$ cat src/rtl/alu_cmd_sequencer.sv
// Command front-end for the 8-bit combinational ALU.
// Buffers {acc_sel, x, a, b} commands in a small FIFO. Each command is issued
// on registered ALU inputs, and the result is captured one cycle later. That
// result is presented on a valid/ready channel and also feeds the accumulator.
module alu_cmd_sequencer #(
   parameter int DEPTH = 4
) (
   input  logic                       clk,
   input  logic                       rst_n,
   input  logic                       cmd_valid,
   output logic                       cmd_ready,
   input  logic [3:0]                 cmd_x,
   input  logic [7:0]                 cmd_a,
   input  logic [7:0]                 cmd_b,
   input  logic                       cmd_acc,
   input  logic                       acc_clr,
   output logic [7:0]                 alu_a,
   output logic [7:0]                 alu_b,
   output logic [3:0]                 alu_x,
   input  logic [7:0]                 alu_op,
   output logic                       res_valid,
   input  logic                       res_ready,
   output logic [7:0]                 res_data,
   output logic                       res_zero,
   output logic                       res_dz,
   output logic [7:0]                 acc,
   output logic [$clog2(DEPTH):0]     count
);

   localparam int PW = $clog2(DEPTH);
   localparam int CW = PW + 1;

   localparam logic [3:0] OP_DIV = 4'b0011;
   localparam logic [3:0] OP_MOD = 4'b0100;

   typedef enum logic [1:0] {IDLE, EXEC, HOLD} state_t;

   typedef struct packed {
      logic       acc_sel;
      logic [3:0] x;
      logic [7:0] a;
      logic [7:0] b;
   } entry_t;

   entry_t          mem_q [DEPTH];
   entry_t          entry_in;
   entry_t          head;
   logic [PW-1:0]   wr_ptr_q, wr_ptr_d;
   logic [PW-1:0]   rd_ptr_q, rd_ptr_d;
   logic [CW-1:0]   count_q, count_d;
   logic            push, pop;

   state_t          state_q, state_d;
   logic [7:0]      alu_a_q, alu_a_d;
   logic [7:0]      alu_b_q, alu_b_d;
   logic [3:0]      alu_x_q, alu_x_d;
   logic            res_valid_q, res_valid_d;
   logic [7:0]      res_data_q, res_data_d;
   logic            res_zero_q, res_zero_d;
   logic            res_dz_q, res_dz_d;
   logic [7:0]      acc_q, acc_d;
   logic            div_zero;

   assign entry_in  = {cmd_acc, cmd_x, cmd_a, cmd_b};
   assign head      = mem_q[rd_ptr_q];
   assign cmd_ready = (count_q < CW'(DEPTH));
   assign push      = cmd_valid && cmd_ready;
   // The only pop is an issue from IDLE; it must match the FSM's issue decision.
   assign pop       = (state_q == IDLE) && (count_q != '0);
   assign div_zero  = ((alu_x_q == OP_DIV) || (alu_x_q == OP_MOD)) && (alu_b_q == 8'h00);

   // FIFO storage write.
   // NOTE: the storage array has no reset; count gates every read, so stale
   // contents are never observed, and leaving it unreset keeps it a plain RAM.
   always_ff @(posedge clk) begin
      if (push) mem_q[wr_ptr_q] <= entry_in;
   end

   // FIFO pointer and occupancy next-state. Pointers wrap naturally at DEPTH (a power of 2).
   always_comb begin
      // NOTE: every output of a combinational block gets a default first,
      // so no path can leave one unassigned and infer a latch.
      wr_ptr_d = wr_ptr_q;
      rd_ptr_d = rd_ptr_q;
      count_d  = count_q;
      if (push) wr_ptr_d = wr_ptr_q + PW'(1);
      if (pop)  rd_ptr_d = rd_ptr_q + PW'(1);
      case ({push, pop})
         2'b10:   count_d = count_q + CW'(1);
         2'b01:   count_d = count_q - CW'(1);
         default: count_d = count_q;
      endcase
   end

   // Issue / capture / hold FSM with its registered datapath.
   always_comb begin
      state_d     = state_q;
      alu_a_d     = alu_a_q;
      alu_b_d     = alu_b_q;
      alu_x_d     = alu_x_q;
      res_valid_d = res_valid_q;
      res_data_d  = res_data_q;
      res_zero_d  = res_zero_q;
      res_dz_d    = res_dz_q;
      acc_d       = acc_q;
      case (state_q)
         IDLE: begin
            if (count_q != '0) begin
               alu_x_d = head.x;
               alu_b_d = head.b;
               alu_a_d = head.acc_sel ? acc_q : head.a;
               state_d = EXEC;
            end
         end
         EXEC: begin
            res_valid_d = 1'b1;
            if (div_zero) begin
               // The ALU output is meaningless here; flag it and keep acc.
               res_data_d = 8'hFF;
               res_zero_d = 1'b0;
               res_dz_d   = 1'b1;
            end else begin
               res_data_d = alu_op;
               res_zero_d = (alu_op == 8'h00);
               res_dz_d   = 1'b0;
               acc_d      = alu_op;
            end
            state_d = HOLD;
         end
         HOLD: begin
            if (res_valid_q && res_ready) begin
               res_valid_d = 1'b0;
               state_d     = IDLE;
            end
         end
         default: state_d = IDLE;
      endcase
      // The clear takes priority over a same-cycle capture into acc.
      if (acc_clr) acc_d = 8'h00;
   end

   // State and datapath registers.
   always_ff @(posedge clk or negedge rst_n) begin
      if (!rst_n) begin
         // NOTE: sequential state always uses non-blocking assignment so every
         // flop samples its _d value from before the edge.
         state_q     <= IDLE;
         wr_ptr_q    <= '0;
         rd_ptr_q    <= '0;
         count_q     <= '0;
         alu_a_q     <= 8'h00;
         alu_b_q     <= 8'h00;
         alu_x_q     <= 4'h0;
         res_valid_q <= 1'b0;
         res_data_q  <= 8'h00;
         res_zero_q  <= 1'b0;
         res_dz_q    <= 1'b0;
         acc_q       <= 8'h00;
      end else begin
         state_q     <= state_d;
         wr_ptr_q    <= wr_ptr_d;
         rd_ptr_q    <= rd_ptr_d;
         count_q     <= count_d;
         alu_a_q     <= alu_a_d;
         alu_b_q     <= alu_b_d;
         alu_x_q     <= alu_x_d;
         res_valid_q <= res_valid_d;
         res_data_q  <= res_data_d;
         res_zero_q  <= res_zero_d;
         res_dz_q    <= res_dz_d;
         acc_q       <= acc_d;
      end
   end

   assign alu_a     = alu_a_q;
   assign alu_b     = alu_b_q;
   assign alu_x     = alu_x_q;
   assign res_valid = res_valid_q;
   assign res_data  = res_data_q;
   assign res_zero  = res_zero_q;
   assign res_dz    = res_dz_q;
   assign acc       = acc_q;
   assign count     = count_q;

endmodule

$ cat config.mk
export PLATFORM = sky130hd
export DESIGN_NAME = alu_cmd_sequencer
export DESIGN_NICKNAME = d
export VERILOG_FILES = /design/src/rtl/alu_cmd_sequencer.sv
export SDC_FILE = /design/constraint.sdc
export NUM_CORES = 1
export LEC_CHECK = 0
export BUFFER_PORTS_ARGS = -buffer_cell sky130_fd_sc_hd__buf_4
export CORE_MARGIN = 4
export CORE_UTILIZATION = 50
export DETAILED_ROUTE_END_ITERATION = 10
export HOLD_SLACK_MARGIN = 0.05
export PLACE_DENSITY = 0.81
export SETUP_SLACK_MARGIN = 0.2
export SKIP_CTS_REPAIR_TIMING = 1
export SLEW_MARGIN = 15
export SYNTH_ARGS = -nofsm -noshare
export SYNTH_HDL_FRONTEND = slang
export SYNTH_SLANG_ARGS = --single-unit
$ cat constraint.sdc
create_clock -name clk -period 1.9 [get_ports clk]
set_input_delay 0.38 -clock clk [delete_from_list [all_inputs] [get_ports clk]]
set_output_delay 0.38 -clock clk [all_outputs]
set_load 0.02 [all_outputs]
After elaboration in Yosys (flattened, before gate mapping)
Memory sizes are Yosys's and may differ from the RTL's.
Index checks and enable logic that the tools add are counted.
{"block": "word_totals", "reg_bits": 48, "ramBits": 84, "in_bits": 34, "output_inout_bits": 43, "elab_cells": 58, "n_memories": 1}
{"block": "classes", "addsub": 4, "n_lt_le_gt_ge": 1, "eq_ne": 9, "n_mux": 15, "reduce_logical": 16}
{"memory": "mem_q", "depth": 4, "word_bits": 21, "read_ports": 1, "rd_ports_with_merged_regs": 0, "write_ports": 1, "line_no": "45", "source": "entry_t mem_q [DEPTH];"}
{"operator": "$mux W8", "count": 5}
{"operator": "$logic_not A8 Y1", "count": 2}
{"operator": "$reduce_and A2 Y1", "count": 4}
{"operator": "$pmux W2 S3", "count": 1}
{"operator": "$pmux W3 S2", "count": 1}
{"operator": "$reduce_bool A2 Y1", "count": 3}
{"operator": "$mux W1", "count": 5}
{"operator": "$add A2 B1 Y2 const B", "count": 2}
{"operator": "$eq A2 B1 Y1 const B", "count": 2}
{"operator": "$eq A2 B2 Y1 const B", "count": 2}
{"operator": "$eq A4 B2 Y1 const B", "count": 1}
{"operator": "$eq A4 B3 Y1 const B", "count": 1}
{"operator": "$logic_and A1 B1 Y1", "count": 4}
{"operator": "$mux W2", "count": 2}
{"operator": "$ne A2 B2 Y1 const B", "count": 2}
{"operator": "$add A3 B1 Y3 const B", "count": 1}
{"operator": "$lt A3 B3 Y1 const B", "count": 1}
{"operator": "$reduce_bool A3 Y1", "count": 1}
{"operator": "$sub A3 B1 Y3 const B", "count": 1}
{"operator": "$logic_not A2 Y1", "count": 1}
{"operator": "$ne A2 B1 Y1 const B", "count": 1}
{"operator": "$pmux W1 S2", "count": 1}
{"operator": "$logic_or A1 B1 Y1", "count": 1}

Depth between registers and ports, before layout
Gate-level depths: netlist (run 1).
{"block": "depth", "word_depth": 6, "depth_mapped": 9, "depth_no_buf": 8}

Least setup slack after synthesis (run 1)
Ideal clock, no wire load.
{"block": "synth_path", "kind": "reg-to-reg", "start": "reg count_q[0], in the netlist count[0]", "end": "reg count_q[2], in the netlist count[2]", "arrival_ns": 2.140, "t_required_ns": 1.820, "path_slack_ns": -0.320, "stages_incl_launch_ff": 10, "path_buffers": 1, "synth_period_minus_slack_ns": 2.220, "cell_sequence": "dfrtp_1 -> nor3_1 -> nor3_1 -> buf_2 -> ha_1 -> inv_1 -> fa_1 -> xor2_1 -> nor2_1 -> xnor2_1"}
{"block": "synth_via", "elab_chain_cells": 4, "word_cells_on_any_way": 10, "classes_between": "2 x add/sub; 1 x order compare; 2 x eq/ne; 1 x mux; 4 x reduce/logical"}
{"item": "from (decl)", "line_no": "50", "source": "logic [CW-1:0] count_q, count_d;"}
{"item": "from (signal assigned)", "line_no": "163", "source": "count_q <= count_d;"}
{"item": "$reduce_bool A3 Y1 (*)", "line_no": "69", "source": "assign pop = (state_q == IDLE) && (count_q != '0);"}
{"item": "$logic_and A1 B1 Y1 (*)", "line_no": "69"}
{"item": "net pop", "line_no": "51", "source": "logic push, pop;"}
{"item": "$eq A2 B1 Y1 / $eq A2 B2 Y1 (equally long branches)", "line_no": "88", "source": "case ({push, pop})"}
{"item": "$pmux W3 S2 / $reduce_bool A2 Y1 (equally long branches)"}
The timed path passes the listed nets; every way through them passes the cells marked *.
A chain may end at the register's enable or synchronous reset.

Final worst setup path (run 1)
{"block": "layout_path", "start": "reg alu_b_q[5], in the netlist alu_b[5]", "end": "reg res_zero_q, in the netlist res_zero"}
{"block": "layout_via", "elab_chain_cells": 3}
{"item": "from (decl)", "line_no": "55", "source": "logic [7:0] alu_b_q, alu_b_d;"}
{"item": "from (signal assigned)", "line_no": "165", "source": "alu_b_q <= alu_b_d;"}
{"item": "$logic_not A8 Y1", "line_no": "70", "source": "assign div_zero = ((alu_x_q == OP_DIV) || (alu_x_q == OP_MOD)) && (alu_b_q == 8'h00);"}
{"item": "$logic_and A1 B1 Y1", "line_no": "70"}
{"item": "$mux W1", "line_no": "117", "source": "if (div_zero) begin"}
{"item": "to (signal assigned)", "line_no": "169", "source": "res_zero_q <= res_zero_d;"}
{"item": "to (decl)", "line_no": "59", "source": "logic res_zero_q, res_zero_d;"}
Every way passes these cells.

==> out/results.tsv, run 1 <==
metric	value	unit
# fillers	660	
R2R cell count	3	
synthesis-stage register bit count	132	
Antenna diodes	0	
WP data arrival	2.20	ns
total congestion overflow	0	
final setup violation count	0	
IO Count	77	
Worst IR Drop VDD	0.000671	V
P per Cell Area	1060	mW/mm^2
ys async rst share	36.4	%
Yosys top cell by area	edfxtp_1	
Core Footprint	0.0105	mm^2
Detailed Route WL	12000	um
status	finished clean	
Net Count, Synth	370	
Initial DRC Count	190	
Worst Setup Slack, final	0.0977	ns
register area share after synthesis	67.9	%
Tightest Pin Transition	0.633	ns
worst hold start	cmd_a[3]	
first-pass GRT wire length	18800	um
CP Max Fanout	5	
Die Wd	113	um
commonest non-fill, non-tap cell in the layout	buf_4	
DRC	0	
critical path, cell by cell	or4_4, a2111o_1, a32o_1	
R2R Setup Slk	0.1	ns
H-tree lvl count	4	
Cells after Synth	330	
Fin. Hold Viols	0	
final cell count without fillers	592	
Yosys cell types	41	
CTS Root Cell	clkbuf_8	
synth warn	0	
multi-input logic area	0.00173	mm^2
Max stage delay on crit path	0.59	ns
Top FF cell, synth	edfxtp_1	
Slowest-stage cell, CP	or4_4	
Starting Density	52.2	%
clk sinks	132	
Yosys top cell area share	46.0	%
detailed-router iteration count before antenna repair	4	
fmax	555	MHz
CTS buffer count	17	
TritonCTS clock tree	built	
layout cells sized above 1	48.0	%
row cnt	37	
Cell Area, Synth	0.00548	mm^2
vias in the first global route	3378	
min Tclk post-route	1.80	ns
DP HPWL	7690	um
largest net degree at the start of global routing	49	
Worst Hold End	mem_q[3][11]	
Worst Setup Path Type	flop to flop	
die area	0.0127	mm^2
pre-CTS setup slack	0.0668	ns
Hold Path Depth	1	
Final Util	68.8	%
Critical Path Sink Type	flop	
fin nets	483	
via count	3329	
synth top area cells	edfxtp_1 (46%), dfrtp_1 (22%), mux4_2 (8.6%), mux2_2 (5.8%), nor4bb_1 (1.5%)	
MaxCap Viol Count	0	
Worst Hold Class	input pin to flop	
Setup Skew	0.00838	ns
Cells after DPL	541	
setup tns final	0	ns
CP Data Required Time	2.30	ns
Pins Over Slew Limit	0	
clk slew on worst S/H paths	0.06	ns
most frequent cells in the layout	buf_4 (98), edfxtp_1 (84), dfrtp_1 (40), mux2_2 (27), mux4_2 (21)	
Routed Antenna Nets	0	
Via-to-Cell Ratio	5.62	
RR Startpoint	alu_b[5]	
register area	0.00373	mm^2
WL per Instance	20.3	um
RSZ-0062 raised after global routing	true	
FF-to-FF End	res_zero	
post-route clock period utilization	94.9	%
Avg Cell Area, Syn	16.6	um^2
Clock Latency Late Sink	0.52	ns
leak pwr	2.83	nW
initial antenna violation count	0	
die height	113	um
I/O Buffers	76	
Final GP Congestion	0.879	
max_slew headroom	57.8	%
Post-synth EDFFs	84	
Layout area overhead	31.9	%
gr usage total	19.5	%
type of origin of the critical path	flop	
clk buf depth	2	
[registers in the layout, summed over array words and instances (netlist names)]
signal / count
mem_q: 84
acc: 8
alu_a: 8
alu_b: 8
res_data: 8
alu_x: 4
count: 3
rd_ptr_q: 2
state_q: 2
wr_ptr_q: 2
res_dz: 1
res_valid: 1
res_zero: 1
[report_power, final]
group	switching (W)	total (W)	leakage, nW	internal, W
logic	0.000489	0.000913	1.18	0.000425
clock network	0.00125	0.00326	0.285	0.00202
registers	0.000123	0.00352	1.36	0.00340
total	0.00186	0.00770	2.83	0.00584
[per-layer routing]
| layer | routed length (um) | track usage (%) | up-vias |
|---|---|---|---|
| met1 | 5090 | 26.2 | 1684 |
| met2 | 6090 | 31.2 | 121 |
| met4 | 147 | 6.25 | 0 |
| li1 | - | - | 1509 |
| met5 | 0 | 0 | - |
| met3 | 711 | 5.45 | 15 |
[area by class of cell]
cell class	count	share of cell area [%]
Clock inverter	14	2.42
Multi-Input combinational cell	168	23.9
Clock buffer	18	5.78
Tap cell	136	2.35
Timing Repair Buffer	116	13.5
Inverter	8	0.415
Sequential cell	132	51.6
[worst max path at each step]
| stage | slack, ns | to | cells after the start | startpoint |
|---|---|---|---|---|
| floorplan | 0.02 | count[2] | 9 | count[2] |
| global placement | 0.10 | alu_a[4] | 4 | rd_ptr_q[0] |
| detailed placement | 0.07 | alu_a[0] | 4 | rd_ptr_q[0] |
| CTS | 0.04 | alu_a[4] | 4 | rd_ptr_q[0] |
| global route | 0.07 | res_zero | 3 | alu_b[5] |
| finish | 0.1 | res_zero | 3 | alu_b[5] |
[critical path, delay by kind of cell (launching register included)]
kind	cells	cell delay, ns
and+or+nand+nor	1	0.59
AOI/OAI and AO/OA	2	0.67
DFF	1	0.42
[metrics by stage]
step           hold slack, ns  area [um^2]  power [W]
2_1_floorplan          0.0844         5580    0.00401
3_3_place_gp            0.445         6390    0.00438
3_5_place_dp            0.446         6390    0.00443
4_1_cts                -0.106         6980    0.00770
5_1_grt                0.0511         7230    0.00798
6_report               0.0703         7230    0.00770
[cells in the mapped netlist, drive strengths merged, types with 2 or more instances]
cell    instances
or4             2
clkbuf          9
and2            4
dfrtp          48
a21oi          10
nand2           5
a32oi           8
nand3b          2
or3             2
mux2           28
ha              5
o21ai          10
nor4bb          8
nor2b          10
xnor2           3
mux4           21
buf            13
edfxtp         84
nor2           17
nor3            3
inv             8
xor2            3
o211ai          8
o31ai           8
[cell families after synthesis]
logic type                 share of synthesized area (%)
DFF                                                 67.9
and+or+nand+nor                                     6.64
muxes                                               14.6
AOI/OAI and AO/OA                                   5.68
buffers and inverters                               2.74
xor gates and xnor gates                           0.959
adders and majority gates                           1.51
No activity file was read; power rests on OpenSTA's default activity.
==> run 2, diff against run 1 <==
ABC_AREA = 1   (was default)
CORE_UTILIZATION = 40   (was 50)
PLACE_DENSITY = 0.68   (was 0.81)
==> run 2 against run 1 <==
Effect of this change:
- critical path depth up 7
- global-route usage down 3.9 points
- first-iteration DRC count up 65%
- core utilization down 15 points
- worst hold slack better by 0.098 ns
- cell count up 28%
- worst setup slack better by 0.16 ns
- wire length down 4.2%
- highest routed layer unchanged
==> out/results.tsv, run 2 <==
metric	value	unit	change
status	finished clean		
clk sinks	132		unchanged
commonest cells in the synthesized netlist	nand2_1 (134), edfxtp_1 (84), nor2_1 (66)		
Post-DP Area	0.00622	mm^2	-2.7%
clk buf depth	2		unchanged
Die Wd	124	um	+9.6%
Clock Latency Late Sink	0.41	ns	-0.11 ns
CP Max Fanout	4		-1
WP data arrival	1.93	ns	-0.27 ns
RSZ-0062 raised after global routing	true		
largest net degree at the start of global routing	49		unchanged
Routed Antenna Nets	0		unchanged
leak pwr	2.94	nW	+3.6%
R2R Setup Slk	0.26	ns	+0.16 ns
min Tclk post-route	1.64	ns	-0.160 ns
Critical Path Sink Type	flop		
initial antenna violation count	0		unchanged
ys async rst share	36.4	%	unchanged
Fin. Hold Viols	0		unchanged
post-route cell area	0.00685	mm^2	-5.3%
Avg Cell Area, Syn	11.1	um^2	-33%
max_slew headroom	59.5	%	+1.7 points
first-pass GRT wire length	18000	um	-4.2%
commonest non-fill, non-tap cell in the layout	nand2_1		
Worst Hold Class	input pin to flop		
Hold Path Depth	1		unchanged
Worst Hold End	mem_q[0][12]		
MaxCap Viol Count	0		unchanged
P per Cell Area	1740	mW/mm^2	+63%
layout cells sized above 1	25.7	%	-22 points
DP HPWL	7680	um	about the same
Worst IR Drop VDD	0.000944	V	+41%
synth top area cells	edfxtp_1 (47%), dfrtp_1 (22%), nand2_1 (9.4%), nor2_1 (4.6%), nand3_1 (2.6%)		
H-tree lvl count	4		unchanged
fmax	609	MHz	+9.7%
Biggest register	mem_q		
vias in the first global route	3583		+6.1%
clk slew on worst S/H paths	0.06	ns	about the same
Pins Over Slew Limit	0		unchanged
TritonCTS clock tree	built		
Post-synth EDFFs	84		unchanged
fin nets	614		+27%
Final GP Congestion	0.883		+0.52%
Tightest Pin Transition	0.607	ns	-0.0253 ns
Net Count, Synth	521		+41%
Worst Setup Path Type	flop to flop		
final setup violation count	0		unchanged
setup tns final	0	ns	unchanged
DRC	0		unchanged
row cnt	41		+11%
Yosys top cell area share	47.2	%	+1.2 points
Yosys cell types	28		-32%
CTS Root Cell	clkbuf_16		
I/O Buffers	76		unchanged
post-route clock period utilization	86.4	%	-8.4 points
Yosys top cell by area	edfxtp_1		
type of origin of the critical path	flop		
Detailed Route WL	11500	um	-4.2%
Layout area overhead	28.1	%	
Cells after Synth	481		+46%
RR Startpoint	count[2]		
Cells after DPL	723		+34%
Cell Area, Synth	0.00534	mm^2	-2.6%
synthesis-stage register bit count	132		unchanged
IO Count	77		unchanged
Core Footprint	0.0128	mm^2	+22%
total congestion overflow	0		unchanged
detailed-router iteration count before antenna repair	5		+1
CTS buffer count	17		unchanged
CP Data Required Time	2.19	ns	-0.11 ns
register area share after synthesis	69.7	%	+1.8 points
FF-to-FF End	count[2]		
Antenna diodes	0		unchanged
Starting Density	41.7	%	-11 points
met1 Use GR	20.8	%	-5.3 points
most common cell in the netlist	nand2_1		
grt peak-use layer	met2		
Setup Skew	0.0106	ns	+0.00218 ns
Initial DRC Count	314		+65%
most frequent cells in the layout	nand2_1 (133), buf_4 (88), edfxtp_1 (84), nor2_1 (62), dfrtp_1 (45)		
worst hold start	cmd_a[4]		
Top FF cell, synth	edfxtp_1		
GR Layer Usage met3	4.36	%	-1.1 points
final cell count without fillers	759		+28%
gr usage total	15.6	%	-3.9 points
GRT met2 Usage	24.5	%	-6.7 points
R2R cell count	10		+7
die height	124	um	+9.6%
max reg flops	84		unchanged
synth warn	0		unchanged
via count	3721		+12%
Via-to-Cell Ratio	4.90		-13%
die area	0.0153	mm^2	+20%
WL per Instance	15.2	um	-25%
==> run 2: where the power goes <==
group	total, W	switching [W]	internal [W]	leakage [nW]
clock	0.00314	0.00118	0.00197	0.293
combinational	0.00458	0.00285	0.00173	1.30
sequential	0.00419	0.000389	0.00380	1.35
==> run 2: worst max path at each step <==
stage                             end  depth (start not counted)  startpoint  slack (ns)
after global placement       count[2]                          8   cmd_valid        0.30
after CTS                    count[2]                         10    count[2]        0.26
final                        count[2]                         10    count[2]        0.26
after floorplan           mem_q[0][0]                          3    count[2]        0.08
after global routing         count[2]                         10    count[2]        0.16
after detailed placement     count[2]                         10    count[0]        0.27
==> run 2: kinds of logic after synthesis <==
group,share of synthesized area [%]
AND/OR/NAND/NOR,19.5
flip-flops,69.7
AO/OA/AOI/OAI,4.71
buffers and inverters,3.86
adder cells (fa/ha/maj),1.55
XOR/XNOR,0.656
==> run 2: area by class of cell <==
| class | instances | area, um^2 |
|---|---|---|
| Inverter | 24 | 95.1 |
| Multi-Input combinational cell | 305 | 1450 |
| Tap cell | 172 | 215 |
| Fill cell | 1105 | 5980 |
| Clock inverter | 9 | 62.6 |
| Timing Repair Buffer | 94 | 771 |
| Sequential cell | 132 | 3730 |
| Clock buffer | 23 | 531 |
==> run 2: metrics by stage <==
| step | util, % | hold slack [ns] | power [W] | setup WS (ns) |
|---|---|---|---|---|
| after floorplan | - | 0.0844 | 0.00717 | 0.0832 |
| final | 53.4 | 0.168 | 0.0119 | 0.258 |
| after global routing | 53.4 | 0.155 | 0.0127 | 0.162 |
| after CTS | 53.1 | 0.00193 | 0.0119 | 0.261 |
| after global placement | 48.5 | 0.430 | 0.00863 | 0.304 |
| after detailed placement | 48.5 | 0.436 | 0.00880 | 0.266 |
==> run 2: per-layer routing <==
metal	vias up	wire length [um]
met1	1774	5020
met4	0	141
met3	12	832
met5	-	0
met2	123	5530
li1	1812	-
==> run 2: worst max-delay path, cell delays in order (launching register included) <==
cell and delay (ns):
dfrtp_2 0.38, inv_4 0.05, nand3_2 0.07, nand3_2 0.07
inv_2 0.08, ha_4 0.12, inv_2 0.05, fa_2 0.34
a21oi_1 0.13, o21ai_1 0.09, xor2_1 0.14
==> run 3, diff against run 2 <==
CORE_UTILIZATION = 28   (was 40)
PLACE_DENSITY = 0.53   (was 0.68)
clock period = 1.5 ns   (was 1.9 ns; I/O delays follow)
==> run 3 against run 2 <==
Effect of this change:
- the run now ends with setup timing left
- first-iteration DRC count down 16%
- register-to-register slack worse by 0.38 ns
- core utilization down 7.7 points
- non-clock buffer count up 65
- critical path type unchanged
- critical endpoint unchanged
==> out/results.tsv, run 3 (synthesis results as in run 2) <==
metric	value	unit	change
Comb pwr share	49.0	%	+11 points
type of origin of the critical path	flop		
total power	0.0193	W	+62%
Worst IR Drop VDD	0.000726	V	-23%
Worst Setup Path Type	flop to flop		
register area	0.00373	mm^2	about the same
vias in the first global route	3740		+4.4%
Final GP Congestion	0.786		-11%
via count	4045		+8.7%
first-pass GRT wire length	20100	um	+12%
clk buf depth	2		unchanged
Critical Path Sink Type	flop		
die height	146	um	+18%
max_slew headroom	75.2	%	+16 points
Core Footprint	0.0187	mm^2	+46%
Tightest Pin Transition	0.373	ns	-0.235 ns
Psw	0.00722	W	+63%
CP Data Required Time	1.80	ns	-0.39 ns
status	finished, violations left		
DP HPWL	8660	um	+13%
multi-input logic area	0.00204	mm^2	+41%
final cell count without fillers	886		+17%
min Tclk post-route	1.62	ns	-0.0178 ns
Critical path origin	count[2]		
MaxCap Viol Count	0		unchanged
Clk pwr share	22.8	%	-3.6 points
clk sinks	132		unchanged
Worst Setup Slack, final	-0.125	ns	-0.382 ns
H-tree lvl count	4		unchanged
Cells after DPL	804		+11%
Final Util	45.7	%	-7.7 points
FF-to-FF End	count[2]		
Setup Skew	0.00548	ns	-0.00508 ns
Flop pwr share	28.2	%	-7.0 points
WP data arrival	1.92	ns	about the same
gr usage total	12.1	%	-3.6 points
worst hold start	cmd_a[6]		
R2R cell count	10		unchanged
I/O Buffers	76		unchanged
final setup violation count	8		+8
Clock Latency Late Sink	0.42	ns	about the same
fmax	616	MHz	+1.1%
post-route clock period utilization	108	%	+22 points
WHS	0.0746	ns	-0.0934 ns
Pins Over Slew Limit	0		unchanged
Biggest register	mem_q		
Via-to-Cell Ratio	4.57		-6.9%
max reg flops	84		unchanged
Initial DRC Count	263		-16%
RSZ-0062 raised after global routing	true		
CTS Root Cell	clkbuf_16		
most frequent cells in the layout	nand2_1 (97), edfxtp_1 (84), buf_4 (81), buf_6 (50), dfrtp_1 (43)		
R2R Setup Slk	-0.12	ns	-0.38 ns
WL per Instance	16.6	um	+9.2%
Antenna diodes	0		unchanged
detailed-router iteration count before antenna repair	4		-1
Routed Antenna Nets	0		unchanged
# fillers	1585		+43%
row cnt	50		+22%
Net Sw Frac	37.4	%	+0.26 points
DRC	0		unchanged
Hold Path Depth	1		unchanged
Worst Hold Class	input pin to flop		
Fin. Hold Viols	0		unchanged
leak pwr	3.60	nW	+22%
CP Max Fanout	3		-1
internal power contribution	0.0121	W	+62%
P per Cell Area	2260	mW/mm^2	+30%
RR Startpoint	count[2]		
Layout area overhead	60.0	%	
total congestion overflow	0		unchanged
TritonCTS clock tree	built		
die area	0.0214	mm^2	+40%
layout cells sized above 1	47.9	%	+22 points
Detailed Route WL	14700	um	+27%
Starting Density	28.6	%	-13 points
IO Count	77		unchanged
violated checks	setup timing		
Die Wd	146	um	+18%
setup tns final	-0.151	ns	-0.151 ns
initial antenna violation count	0		unchanged
commonest non-fill, non-tap cell in the layout	nand2_1		
largest net degree at the start of global routing	27		-45%
CTS buffer count	17		unchanged
fin nets	679		+11%
Worst Hold End	mem_q[1][14]		
clk slew on worst S/H paths	0.06	ns	about the same
[run 3: cell count changes in the layout (fill, tap and decap cells not counted), sizes merged]
cell	previous run	this run
clkbuf	23	26
buf	93	149
clkinvlp	2	3
clkinv	4	5
bufinv	0	4
[run 3: worst max path at each step]
stage | end | cells past startpoint
final | count[2] | 10
after detailed placement | count[2] | 10
after floorplan | count[2] | 11
after global placement | count[2] | 10
after global routing | count[2] | 10
after CTS | count[2] | 10
[run 3: cell type report]
cell class,instances,share of cell area (%)
Sequential cell,132,43.6
Tap cell,234,3.43
Clock inverter,15,2.37
Multi-Input combinational cell,305,23.9
Timing Repair Buffer,159,20.4
Inverter,24,1.23
Clock buffer,17,4.98
[run 3: routing by layer]
metal	track usage [%]	vias to the layer above	part of all wire [%]
met5	0	-	0
met4	5.22	0	1.7
met3	4.35	20	6.0
met2	19.0	94	50
met1	15.0	1985	42
li1	-	1946	-
[run 3: through the flow]
step                      instance area [um^2]  worst slack, ns
after floorplan                           5390           -0.316
after global placement                    6480          -0.0896
after detailed placement                  6480           -0.124
after CTS                                 7110           -0.142
after global routing                      8550           -0.234
final                                     8550           -0.125
[run 3: power groups by stage]
stage | clock network, W | registers (W) | logic [W]
after global routing | 0.00467 | 0.00554 | 0.0102
after CTS | 0.00446 | 0.00534 | 0.00625
final | 0.00441 | 0.00545 | 0.00946
after floorplan | 0 | 0.00587 | 0.00322
after detailed placement | 0 | 0.00540 | 0.00621
after global placement | 0 | 0.00536 | 0.00611
[run 3: critical path, cell delays in order (launching register included)]
cell and delay [ns]:
dfrtp_2 0.39, inv_4 0.04, nand3_2 0.06, nand3_2 0.07
inv_2 0.08, ha_4 0.12, inv_2 0.04, fa_2 0.34
a21oi_2 0.12, o21ai_1 0.08, xor2_1 0.15
